<file path="src/rtl/keyrom_reader.sv">
// Key ROM read sequencer: fetches KEY_WORDS words from the key ROM behind an access
// grant and streams them over valid/ready through a 2-entry FIFO.
module keyrom_reader #(
    parameter int unsigned ADDR_MSB  = 4,
    parameter int unsigned KEY_WORDS = 4,
    parameter int unsigned BASE_ADDR = 0
) (
    input  logic                mclk,
    input  logic                puc_rst,
    input  logic                start,
    input  logic                grant,
    output logic [ADDR_MSB:0]   rom_addr,
    output logic                rom_cen,
    input  logic [15:0]         rom_dout,
    output logic [15:0]         key_data,
    output logic                key_valid,
    input  logic                key_ready,
    output logic                key_last,
    output logic                busy,
    output logic                done,
    output logic                err
);

    localparam int unsigned AW = ADDR_MSB + 1;
    localparam int unsigned CW = $clog2(KEY_WORDS) + 1;

    typedef enum logic [1:0] {
        ST_IDLE  = 2'd0,
        ST_FETCH = 2'd1,
        ST_DONE  = 2'd2
    } state_e;

    state_e               state_q, state_d;
    logic [CW-1:0]        issued_q, issued_d;
    logic [CW-1:0]        accepted_q, accepted_d;
    logic                 inflight_q, inflight_d;
    logic [1:0]           occ_q, occ_d;
    logic                 rd_ptr_q, rd_ptr_d;
    logic                 wr_ptr_q, wr_ptr_d;
    logic [1:0][15:0]     fifo_q, fifo_d;
    logic                 err_q, err_d;
    logic [AW-1:0]        addr_q, addr_d;
    logic                 issue;
    logic                 pop;
    logic                 push;

    // Next-state, FIFO bookkeeping and interface outputs
    always_comb begin
        state_d    = state_q;
        issued_d   = issued_q;
        accepted_d = accepted_q;
        inflight_d = inflight_q;
        occ_d      = occ_q;
        rd_ptr_d   = rd_ptr_q;
        wr_ptr_d   = wr_ptr_q;
        fifo_d     = fifo_q;
        err_d      = err_q;
        addr_d     = addr_q;
        issue      = 1'b0;
        push       = 1'b0;

        key_valid = (state_q == ST_FETCH) && (occ_q != 2'd0);
        key_data  = key_valid ? fifo_q[rd_ptr_q] : 16'h0000;
        key_last  = key_valid && (accepted_q == CW'(KEY_WORDS - 1));
        pop       = key_valid && key_ready;

        unique case (state_q)
            ST_IDLE: begin
                if (start) begin
                    if (grant) begin
                        state_d    = ST_FETCH;
                        err_d      = 1'b0;
                        issued_d   = '0;
                        accepted_d = '0;
                        inflight_d = 1'b0;
                        occ_d      = '0;
                        rd_ptr_d   = 1'b0;
                        wr_ptr_d   = 1'b0;
                    end else begin
                        err_d = 1'b1;
                    end
                end
            end
            ST_FETCH: begin
                if (!grant) begin
                    // Abort: scrub buffered key material and drop the pending read
                    state_d    = ST_IDLE;
                    err_d      = 1'b1;
                    inflight_d = 1'b0;
                    occ_d      = '0;
                    rd_ptr_d   = 1'b0;
                    wr_ptr_d   = 1'b0;
                    fifo_d     = '0;
                end else begin
                    issue = (issued_q < CW'(KEY_WORDS)) &&
                            ((3'(occ_q) + 3'(inflight_q) - 3'(pop)) < 3'd2);
                    push       = inflight_q;
                    inflight_d = issue;
                    if (issue) begin
                        issued_d = issued_q + CW'(1);
                        addr_d   = AW'(BASE_ADDR) + AW'(issued_q);
                    end
                    if (push) begin
                        fifo_d[wr_ptr_q] = rom_dout;
                        wr_ptr_d         = ~wr_ptr_q;
                    end
                    if (pop) begin
                        rd_ptr_d   = ~rd_ptr_q;
                        accepted_d = accepted_q + CW'(1);
                        if (accepted_q == CW'(KEY_WORDS - 1)) begin
                            state_d = ST_DONE;
                        end
                    end
                    occ_d = occ_q + 2'(push) - 2'(pop);
                end
            end
            ST_DONE: begin
                state_d = ST_IDLE;
            end
            default: begin
                state_d = ST_IDLE;
            end
        endcase

        rom_cen  = ~issue;
        rom_addr = addr_d;
        busy     = (state_q == ST_FETCH);
        done     = (state_q == ST_DONE);
        err      = err_q;
    end

    always_ff @(posedge mclk) begin
        if (puc_rst) begin
            state_q    <= ST_IDLE;
            issued_q   <= '0;
            accepted_q <= '0;
            inflight_q <= 1'b0;
            occ_q      <= '0;
            rd_ptr_q   <= 1'b0;
            wr_ptr_q   <= 1'b0;
            fifo_q     <= '0;
            err_q      <= 1'b0;
            addr_q     <= AW'(BASE_ADDR);
        end else begin
            state_q    <= state_d;
            issued_q   <= issued_d;
            accepted_q <= accepted_d;
            inflight_q <= inflight_d;
            occ_q      <= occ_d;
            rd_ptr_q   <= rd_ptr_d;
            wr_ptr_q   <= wr_ptr_d;
            fifo_q     <= fifo_d;
            err_q      <= err_d;
            addr_q     <= addr_d;
        end
    end

endmodule
</file>
<file path="config.mk">
export PLATFORM = sky130hd
export DESIGN_NAME = keyrom_reader
export DESIGN_NICKNAME = d
export VERILOG_FILES = /design/src/rtl/keyrom_reader.sv
export SDC_FILE = /design/constraint.sdc
export NUM_CORES = 1
export LEC_CHECK = 0
export ABC_AREA = 1
export CORE_ASPECT_RATIO = 1.4
export CORE_MARGIN = 3
export CORE_UTILIZATION = 56
export DETAILED_ROUTE_END_ITERATION = 12
export PLACE_DENSITY = 0.84
export SLEW_MARGIN = 20
export SYNTH_ARGS = -nofsm -noshare
export SYNTH_HDL_FRONTEND = slang
export SYNTH_SLANG_ARGS = --single-unit
</file>
<file path="constraint.sdc">
create_clock -name mclk -period 6.35 [get_ports mclk]
set_clock_uncertainty 0.1 [all_clocks]
set_input_delay 1.905 -clock mclk [delete_from_list [all_inputs] [get_ports mclk]]
set_output_delay 1.905 -clock mclk [all_outputs]
set_load 0.01 [all_outputs]
</file>
==> impl_metrics.py, run 1 <==
metrics = {
    "setup_path": {
        "critical_path.most_common_cell": "inv_1",
        "crit_path_max_incr_delay_ps": 490,
        "crit_path_start_kind": "input port",
        "crit-reg2reg-launch": "state_q[0]",
        "worst-endpoint-arrival_ps": 4020,
        "critPathLaunch": "key_ready",
        "critPathRequiredTime_ps": 4350,
        "crit_path_end_kind": "primary output",
        "worst-path-stages": 15,
        "number_of_buffers_and_inverters_on_the_critical_path": 7,
        "timing.critical_path.to": "rom_addr[2]",
        "critical_path.cell_chain": "dlymetal6s2s_1 > nand3_2 > inv_2 > ha_1 > inv_1 > ha_1 > inv_1 > fa_1 > inv_1 > nor2_2 > nand3_2 > nor2_4 > buf_4 > nor2_1 > dlygate4sd2_1",
        "rr_endpoint": "issued_q[1]",
        "reg2reg_depth": 18,
        "cpMaxStageDelayCell": "fa_1",
        "path_max_fanout": 5,
        "timing_worst_setup_path_type": "input port to primary output",
        "r2r_setup_slack_ps": 3530,
        "cp_top_family": "adder cells",
    },
    "cts": {
        "hold_buffers": 0,
        "numCtsBuffers": 5,
        "worst_setup_hold_path_clk_slew_ps": 80,
        "cts_htree_levels": 2,
        "ctsRootBufferMaster": "clkbuf_8",
        "clock-sinks": 51,
        "tritoncts": "yes",
        "cts.path.max_buffers": 2,
        "worstSkewPairLatency_ps": 300,
    },
    "floorplan": {
        "io-pin-count": 48,
        "starting_density_pct": 58.5,
        "floorplan.die.width_um": 64.2,
        "core-area_um2": 4540,
        "die_h_um": 87.4,
        "fp-row-count": 29,
        "die_footprint_um2": 5610,
    },
    "layout": {
        "syn_to_final_growth_pct": 23.5,
        "instances_no_fill": 526,
        "fill_cells": 407,
        "finish.instance_area_um2": 3280,
        "final_core_util_pct": 72.2,
        "drive_gt1_share_pct": 7.54,
        "antenna_cells_inserted": 0,
        "nNetsFinal": 490,
    },
    "detailed_routing": {
        "totalWireLength_mm": 5.93,
        "route.detailed.vias_per_inst": 4.96,
        "detail_route.wl_per_cell_um": 11.3,
        "detailedRoute.firstIterationViolations": 104,
        "post_drt_antenna_nets": 0,
        "drc": 0,
        "detail_route.first_pass.iterations": 4,
        "num_vias": 2609,
    },
    "grt": {
        "grt_overflow_total": 0,
        "antenna_found_initial": 0,
        "grt_max_degree": 35,
        "grt_pass1_vias": 2444,
        "grt_first_pass_wirelength_mm": 10.2,
        "global_route.usage.total_pct": 22.6,
    },
    "sta": {
        "timing.slew.headroom_pct": 45.4,
        "achievable-frequency_mhz": 166,
        "unrepaired_setup_endpoints_after_global_routing": "false",
        "max_slew.worst_pin.slew_ps": 817,
        "finalWorstPathRequiredPeriod_ps": 6020,
        "period_share_pct": 94.9,
        "fin_tns_setup_ps": 0,
        "final-max-slew-violation-count": 0,
        "setup_viol": 0,
        "report.final.hold_viol_count": 0,
        "final.hold.worst_slack_ps": 346,
    },
    "run_status": {
        "status": "finished clean",
    },
    "place": {
        "numPortBuffers": 47,
        "gpl.final_weighted_congestion": 0.786,
        "post-place-cells": 516,
        "dp.final_hpwl_mm": 4.03,
        "dpl_cell_area_um2": 3160,
    },
    "power": {
        "pwr_density_cell_nw_per_um2": 194,
        "power.static_leakage_nw": 1.51,
        "peakVddDrop_uv": 157,
    },
    "synthesis": {
        "mappedNetlistArea_um2": 2650,
        "synth_cells": 420,
        "syn-mean-instance-area_um2": 6.31,
        "synth.net_count": 447,
        "ys_seq_elements": 51,
        "synth.yosys.warnings": 0,
        "synthDistinctLibCells": 21,
        "ys_seq_area_share_pct": 38.5,
    },
    "run": {
        "maxCapViolations": 0,
    },
    "worst_hold_path": {
        "hold_depth": 2,
        "worstHoldPathType": "register to register",
    },
}
## area by class of cell
class	instances	area, um^2	area share, %
clock buffers	7	76.3	2.33
repair buffers	55	526	16.0
inverters	94	353	10.8
well taps	62	77.6	2.37
multi-input cells	256	1220	37.1
flip-flops and latches	51	1020	31.2
clock inverters	1	5.00	0.153
## state kept, by name, indices dropped and copies added (netlist names)
signal	flops
state_q	2
rd_ptr_q	1
fifo_q	32
wr_ptr_q	1
occ_q	2
issued_q	3
addr_q	5
accepted_q	3
err	1
inflight_q	1
## placed cells by master (no fill, tap or decap), types with 3 or more instances in the layout
cell type        netlist  layout
a21oi_1               62      62
buf_4                  0       8
clkbuf_8               0       5
clkdlybuf4s50_1        0      40
dfxtp_1               51      50
dlygate4sd2_1          0       3
ha_1                   5       5
inv_1                 88      87
inv_2                  5       6
nand2_1               72      72
nand3_1               14      10
nand3_2                0       4
nor2_1                56      55
nor2_2                 2       3
nor3_1                35      35
## routing by layer
layer	routed length [um]	track usage (%)	part of all wire, %
met1	2610	25.2	44
met4	82	7.69	1.4
met3	201	3.49	3.4
met5	0	0	0
met2	3030	42.9	51
## what timing repair did
action / CTS / global route
endpoints found under the hold margin: 0 / 0
setup buffers: 2 / 0
setup endpoints to repair: 6 / 6
resized for setup: 13 / 4
cloned: 0 / 0
pin swaps: 0 / 3
## metrics by stage
step	power (mW)	setup slack, ps
final	0.635	326
after CTS	0.640	4.22
after global placement	0.459	-180
after detailed placement	0.463	-261
after global routing	0.671	199
after floorplan	0.427	768
## worst reg2reg max path, cell delays in order (launching register included)
cell and delay (ps):
dfxtp_1 400, inv_2 60, nor2_2 80, buf_4 200, nand3_2 100, inv_2 70
ha_1 210, inv_1 50, ha_1 120, inv_1 40, fa_1 490, inv_1 70
nor2_2 110, nand3_2 110, buf_4 150, nand2_1 140, nand3_1 90, nand2_1 70
nor2_1 40
## kinds of logic after synthesis
group | count (synthesis) | synth area share [%]
simple gates | 185 | 29.6
buf+inv | 113 | 16.5
compound gates | 65 | 12.3
flops | 51 | 38.5
fa+ha+maj | 6 | 3.11
## cells in the mapped netlist
cell type  count  area [um^2]
nand2_1       72          270
nor2_2         2         12.5
nand4_1        1         6.26
clkinv_1       1         3.75
o21ai_0        1         5.00
a21oi_1       62          310
buf_1          1         3.75
or2_2          2         12.5
nor2_1        56          210
inv_2          5         18.8
ha_1           5         62.6
dfxtp_1       51         1020
buf_2         10         50.1
fa_1           1         20.0
nor2_4         2         22.5
inv_1         88          330
nor3_1        35          175
nand3_1       14         70.1
o21ai_1        2         10.0
clkbuf_1       8         30.0
nand2_2        1         6.26
## where the power goes
part | internal [mW] | switching, mW | total, mW
Clock | 0.0775 | 0.100 | 0.178
Sequential | 0.336 | 0.0132 | 0.349
Combinational | 0.0443 | 0.0638 | 0.108
Total | 0.458 | 0.177 | 0.635
## how the worst min path moves through the flow
stage / slack (ps) / startpoint / to
global route: 380 / addr_q[4] / addr_q[4]
finish: 350 / addr_q[3] / addr_q[3]
global placement: 340 / addr_q[3] / addr_q[3]
CTS: 350 / addr_q[3] / addr_q[3]
floorplan: 320 / addr_q[2] / addr_q[2]
detailed placement: 330 / addr_q[3] / addr_q[3]
No activity file was read; power rests on OpenSTA's default activity.
==> run 2, diff against run 1 <==
--- a/config.mk
+++ b/config.mk
@@ -6,11 +6,11 @@
 export NUM_CORES = 1
 export LEC_CHECK = 0
 export ABC_AREA = 1
+export ABC_CLOCK_PERIOD_IN_PS = 6350
 export CORE_ASPECT_RATIO = 1.4
-export CORE_MARGIN = 3
 export CORE_UTILIZATION = 56
 export DETAILED_ROUTE_END_ITERATION = 12
-export PLACE_DENSITY = 0.84
+export PLACE_DENSITY_LB_ADDON = 0.1
 export SLEW_MARGIN = 20
 export SYNTH_ARGS = -nofsm -noshare
 export SYNTH_HDL_FRONTEND = slang
==> run 2 against run 1 <==
  * Global-route usage rose by 2.9 points
  * Count of clock-buffer cells in the layout rose by 1
  * Fmax fell by 3.1%
  * Worst hold slack improved by 0.81 ps
  * Cell count rose by 0.19%
  * Core utilization rose by 0.55 points
  * Flip-flop and latch count did not move
  * Clock power rose by 14%
  * Critical path depth fell by 2
  * Largest cell class unchanged
==> impl_metrics.py, run 2 (synthesis results as in run 1) <==
metrics = {
    "grt": {
        "grt_pass1_vias": 2353,
        "grt_first_pass_wirelength_mm": 9.96,
        "grt_overflow_total": 0,
        "antenna_found_initial": 0,
        "global_route.usage.total_pct": 25.5,
        "grt_max_degree": 45,
    },
    "setup_path": {
        "critical_path.cell_chain": "dlygate4sd2_1 > nand3_2 > inv_2 > ha_1 > inv_1 > ha_1 > inv_1 > fa_1 > nand2_1 > nor2_1 > nand3_2 > buf_4 > clkdlybuf4s50_1",
        "cpMaxStageDelayCell": "fa_1",
        "crit_path_start_kind": "input port",
        "crit_path_max_incr_delay_ps": 500,
        "worst-endpoint-arrival_ps": 4210,
        "path_max_fanout": 4,
        "timing_worst_setup_path_type": "input port to primary output",
        "critPathRequiredTime_ps": 4350,
        "crit_path_end_kind": "primary output",
    },
    "detailed_routing": {
        "routed.top_layer": "met4",
        "post_route_m1_wl_mm": 2.44,
        "route.detailed.vias_per_inst": 4.91,
        "detail_route.first_pass.iterations": 4,
        "wl_met3_um": 246,
        "totalWireLength_mm": 5.90,
        "detail_route.wl_per_cell_um": 11.2,
        "drc": 0,
        "post_drt_antenna_nets": 0,
        "detailedRoute.firstIterationViolations": 110,
        "num_vias": 2585,
        "met2WireLength_mm": 3.09,
    },
    "layout": {
        "final_common_cell": "inv_1",
        "nNetsFinal": 491,
        "instances_no_fill": 527,
        "syn_to_final_growth_pct": 24.5,
        "largest_registers": "fifo_q x32, addr_q x5",
        "drive_gt1_share_pct": 7.53,
        "antenna_cells_inserted": 0,
        "top_library_cells_by_usage_in_the_layout_fill_and_taps_aside": "inv_1, nand2_1, a21oi_1, nor2_1, dfxtp_1",
        "registers.top_by_ff_count": "fifo_q",
        "final_core_util_pct": 72.8,
        "largest_register_ffs": 32,
        "fill_cells": 413,
    },
    "sta": {
        "unrepaired_setup_endpoints_after_global_routing": "false",
        "finalWorstPathRequiredPeriod_ps": 6220,
        "period_share_pct": 97.9,
        "report.final.hold_viol_count": 0,
        "fin_tns_setup_ps": 0,
        "max_slew.worst_pin.slew_ps": 641,
        "setup_slack_ps": 133,
        "achievable-frequency_mhz": 161,
        "timing.slew.headroom_pct": 57.2,
        "final-max-slew-violation-count": 0,
        "setup_viol": 0,
    },
    "power": {
        "power.net_switching_uw": 180,
        "power.static_leakage_nw": 1.53,
        "internal_power_uw": 481,
        "power.share.sequential_pct": 52.9,
        "switching_share_pct": 27.3,
        "power_frac_clock_pct": 30.7,
        "pwr_density_cell_nw_per_um2": 200,
        "power_frac_comb_pct": 16.4,
        "peakVddDrop_uv": 167,
    },
    "cts": {
        "worstSkewPairLatency_ps": 300,
        "cts_htree_levels": 2,
        "hold_buffers": 0,
        "ctsRootBufferMaster": "clkbuf_8",
        "clock-sinks": 51,
        "cts.path.max_buffers": 2,
        "worst_setup_hold_path_clk_slew_ps": 90,
        "numCtsBuffers": 5,
        "tritoncts": "yes",
    },
    "place": {
        "dp.final_hpwl_mm": 3.85,
        "gpl.final_weighted_congestion": 0.789,
        "preCtsSetupSlack_ps": -272,
        "numPortBuffers": 47,
        "post-place-cells": 517,
    },
    "floorplan": {
        "die_h_um": 83.4,
        "core-area_um2": 4540,
        "fp-row-count": 29,
        "starting_density_pct": 58.5,
        "die_footprint_um2": 5020,
        "floorplan.die.width_um": 60.2,
        "io-pin-count": 48,
    },
    "run_status": {
        "status": "finished clean",
    },
    "run": {
        "maxCapViolations": 0,
    },
    "worst_hold_path": {
        "worstHoldPathType": "register to register",
    },
}
run 2: layer usage:
metal,global-route usage [%],vias to the layer above
met3,4.05,11
met2,44.8,63
met5,0,-
met1,29.4,1145
li1,-,1366
met4,9.94,0
run 2: repair_timing:
action / in CTS / in global routing
endpoints found under the setup margin: 6 / 3
cloned: 0 / 0
setup buffers: 2 / 0
pin swaps: 3 / 0
resized for setup: 9 / 3
run 2: cell type report:
type | count | area, um^2 | share of cell area, %
multi-input cells | 256 | 1220 | 36.8
flip-flops and latches | 51 | 1020 | 31.0
repair buffers | 56 | 532 | 16.1
inverters | 94 | 353 | 10.7
clock buffers | 8 | 100 | 3.03
well taps | 62 | 77.6 | 2.35
run 2: worst max-delay path, delay by kind of cell:
kind                       cells  cell delay (ps)
adders and majority gates      3              890
buffers and inverters          6             1010
and+or+nand+nor                4              410
run 2: stage by stage:
stage                     cell area, um^2  power, mW  hold WS, ps
after CTS                            3290      0.667          352
after global placement               3170      0.461          338
after floorplan                      2650      0.427          325
after global routing                 3300      0.699          380
after detailed placement             3170      0.463          338
final                                3300      0.661          347
run 2: path summary, 6_finish.rpt:
check | slack (ps) | endpoint | from | depth (start not counted)
max reg2reg | 3520 | issued_q[1] | state_q[0] | 18
min | 350 | addr_q[2] | addr_q[2] | 2
min reg2reg | 350 | addr_q[2] | addr_q[2] | 2
max | 130 | rom_cen | key_ready | 13
run 2: power groups by stage:
stage	combinational [mW]	sequential, mW	clock [mW]
2_1_floorplan	0.0776	0.349	0
3_3_place_gp	0.105	0.356	0
3_5_place_dp	0.107	0.356	0
4_1_cts	0.109	0.349	0.209
5_1_grt	0.125	0.352	0.222
6_report	0.109	0.349	0.203
==> run 3, diff against run 2 <==
--- a/config.mk
+++ b/config.mk
@@ -5,10 +5,10 @@
 export SDC_FILE = /design/constraint.sdc
 export NUM_CORES = 1
 export LEC_CHECK = 0
-export ABC_AREA = 1
+export ABC_AREA = 0
 export ABC_CLOCK_PERIOD_IN_PS = 6350
 export CORE_ASPECT_RATIO = 1.4
-export CORE_UTILIZATION = 56
+export CORE_UTILIZATION = 37
 export DETAILED_ROUTE_END_ITERATION = 12
 export PLACE_DENSITY_LB_ADDON = 0.1
 export SLEW_MARGIN = 20
==> run 3 against run 2 <==
  * Via count shrank 21%
  * Die area grew 32%
  * Worst setup slack lost 57 ps
  * Wire length shrank 4.8%
  * Count of clock-buffer cells in the layout shrank 3
  * Clock power grew 31%
==> impl_metrics.py, run 3 <==
metrics = {
    "power": {
        "pwr_density_cell_nw_per_um2": 214,
        "power.static_leakage_nw": 1.06,
        "power_uw": 645,
        "peakVddDrop_uv": 127,
    },
    "floorplan": {
        "die_h_um": 95.7,
        "fp-row-count": 33,
        "io-pin-count": 48,
        "floorplan.die.width_um": 69.0,
        "core-area_um2": 5950,
        "die_footprint_um2": 6600,
        "starting_density_pct": 39.1,
    },
    "sta": {
        "report.final.hold_viol_count": 0,
        "fin_tns_setup_ps": 0,
        "period_share_pct": 98.8,
        "finalWorstPathRequiredPeriod_ps": 6270,
        "setup_viol": 0,
        "timing.slew.headroom_pct": 29.2,
        "final-max-slew-violation-count": 0,
        "unrepaired_setup_endpoints_after_global_routing": "false",
        "achievable-frequency_mhz": 159,
        "final.hold.worst_slack_ps": 356,
        "max_slew.worst_pin.slew_ps": 1060,
    },
    "cts": {
        "hold_buffers": 0,
        "numCtsBuffers": 5,
        "cts.path.max_buffers": 2,
        "tritoncts": "yes",
        "clock-sinks": 51,
        "ctsRootBufferMaster": "clkbuf_8",
        "worst_setup_hold_path_clk_slew_ps": 100,
        "worstSkewPairLatency_ps": 300,
        "cts_htree_levels": 2,
    },
    "synthesis": {
        "ys_dominant_reg_cell": "dfxtp_1",
        "synth_top_cell_area_share_pct": 44.0,
        "synth.net_count": 309,
        "share_of_the_synthesized_area_in_compound_gates_ao_oa_aoi_oai_pct": 15.2,
        "ys_seq_elements": 51,
        "syn-mean-instance-area_um2": 8.23,
        "postSynth.asyncResetShare_pct": 0,
        "synthMuxAreaShare_pct": 8.67,
        "synth_edf_count": 0,
        "synth_top_family_by_area": "simple AND/OR/NAND/NOR gates",
        "synth-adder-area-share_pct": 3.56,
        "synthDistinctLibCells": 36,
        "synth.top_cells.by_count": "dfxtp_1, a21oi_1, nand2_1",
        "ys_top_cells_by_area": "dfxtp_1, a21oi_1, mux2i_1",
        "synth.yosys.warnings": 0,
        "synth_cells": 282,
        "synth_simple_gate_area_share_pct": 23.4,
        "synth_xor_area_share_pct": 0.377,
        "mappedNetlistArea_um2": 2320,
        "yosys.cell_count.top_type": "dfxtp_1",
        "ys_seq_area_share_pct": 44.0,
        "yosysTopAreaCell": "dfxtp_1",
    },
    "place": {
        "gpl.final_weighted_congestion": 0.744,
        "post-place-cells": 389,
        "numPortBuffers": 47,
        "dp.final_hpwl_mm": 3.70,
    },
    "layout": {
        "drive_gt1_share_pct": 8.81,
        "instances_no_fill": 399,
        "largest_register_ffs": 32,
        "nNetsFinal": 355,
        "final_common_cell": "dfxtp_1",
        "antenna_cells_inserted": 0,
        "fill_cells": 622,
        "syn_to_final_growth_pct": 29.8,
        "top_library_cells_by_usage_in_the_layout_fill_and_taps_aside": "dfxtp_1, clkdlybuf4s50_1, a21oi_1, nand2_1, nand3_1",
        "registers.top_by_ff_count": "fifo_q",
        "largest_registers": "fifo_q x32, addr_q x5",
        "final_core_util_pct": 50.7,
    },
    "detailed_routing": {
        "totalWireLength_mm": 5.62,
        "detail_route.wl_per_cell_um": 14.1,
        "route.detailed.vias_per_inst": 5.09,
        "drc": 0,
        "num_vias": 2031,
        "detailedRoute.firstIterationViolations": 118,
        "post_drt_antenna_nets": 0,
        "detail_route.first_pass.iterations": 4,
    },
    "run": {
        "maxCapViolations": 0,
    },
    "worst_hold_path": {
        "hold_depth": 2,
        "worstHoldPathType": "register to register",
    },
    "setup_path": {
        "timing_worst_setup_path_type": "input port to primary output",
        "path_max_fanout": 3,
        "reg2reg_depth": 15,
        "crit_path_end_kind": "primary output",
        "critPathRequiredTime_ps": 4350,
        "worst-endpoint-arrival_ps": 4270,
        "crit_path_start_kind": "input port",
    },
    "grt": {
        "grt_pass1_vias": 1916,
        "antenna_found_initial": 0,
        "grt_first_pass_wirelength_mm": 9.00,
        "grt_max_degree": 30,
        "grt_overflow_total": 0,
        "global_route.usage.total_pct": 18.3,
    },
    "run_status": {
        "status": "finished clean",
    },
}
## run 3: cell count changes after synthesis, sizes merged, moves of 18 or more
cell / delta
a21oi: -21
inv: -82
nand2: -37
nand3: +18
nor2: -31
nor3: -33
## run 3: final timing paths
kind	end	startpoint	slack, ps
worst min-delay path	fifo_q[25]	fifo_q[25]	360
worst min register to register	fifo_q[25]	fifo_q[25]	360
worst max-delay path	rom_addr[1]	key_ready	80
worst max register to register	addr_q[1]	state_q[1]	3000
## run 3: metal layers
layer / vias to the layer above / track usage, % / routed length, um
met5: - / 0 / 0
met2: 37 / 32.4 / 2930
met1: 932 / 21.5 / 2440
met3: 7 / 2.49 / 174
li1: 1055 / - / -
met4: 0 / 7.48 / 79
## run 3: cells by family (layout without fill, tap and decap cells)
group,after synthesis,after routing
compound gates,60,60
xor+xnor,1,1
fa+ha+maj,6,6
buf+inv,28,75
flops,51,51
mux,19,19
simple gates,117,117
## run 3: final cells by class
| cell class | instances | area (um^2) | share of cell area (%) |
|---|---|---|---|
| Tap cell | 70 | 87.6 | 2.91 |
| Timing Repair Buffer | 56 | 536 | 17.8 |
| Clock inverter | 3 | 67.6 | 2.24 |
| Sequential cell | 51 | 1020 | 33.9 |
| Clock buffer | 5 | 68.8 | 2.28 |
| Multi-Input combinational cell | 203 | 1190 | 39.6 |
| Inverter | 11 | 41.3 | 1.37 |
## run 3: where the power goes
group	switching, mW	internal, mW
registers	0.00310	0.323
logic	0.0296	0.0229
clock network	0.109	0.157
## run 3: through the flow
stage,setup WS (ps),area [um^2]
6_report,75.7,3010
5_1_grt,14.6,3010
4_1_cts,11.9,3020
2_1_floorplan,572,2320
3_5_place_dp,-360,2860
3_3_place_gp,-294,2860
## run 3: critical path, cell delays in order
cell and delay (ps):
dlygate4sd2_1 240, and2_1 160, ha_1 260, inv_1 60, ha_2 150, inv_1 40, fa_1 490, nand2b_1 110
nor3_4 280, buf_6 150, mux2_4 300, buf_6 120
## run 3: repair_timing
action / in CTS / in global routing
resized for setup: 14 / 2
setup endpoints to repair: 6 / 2
setup buffers: 2 / 0
pin swaps: 3 / 2
cloned: 0 / 0
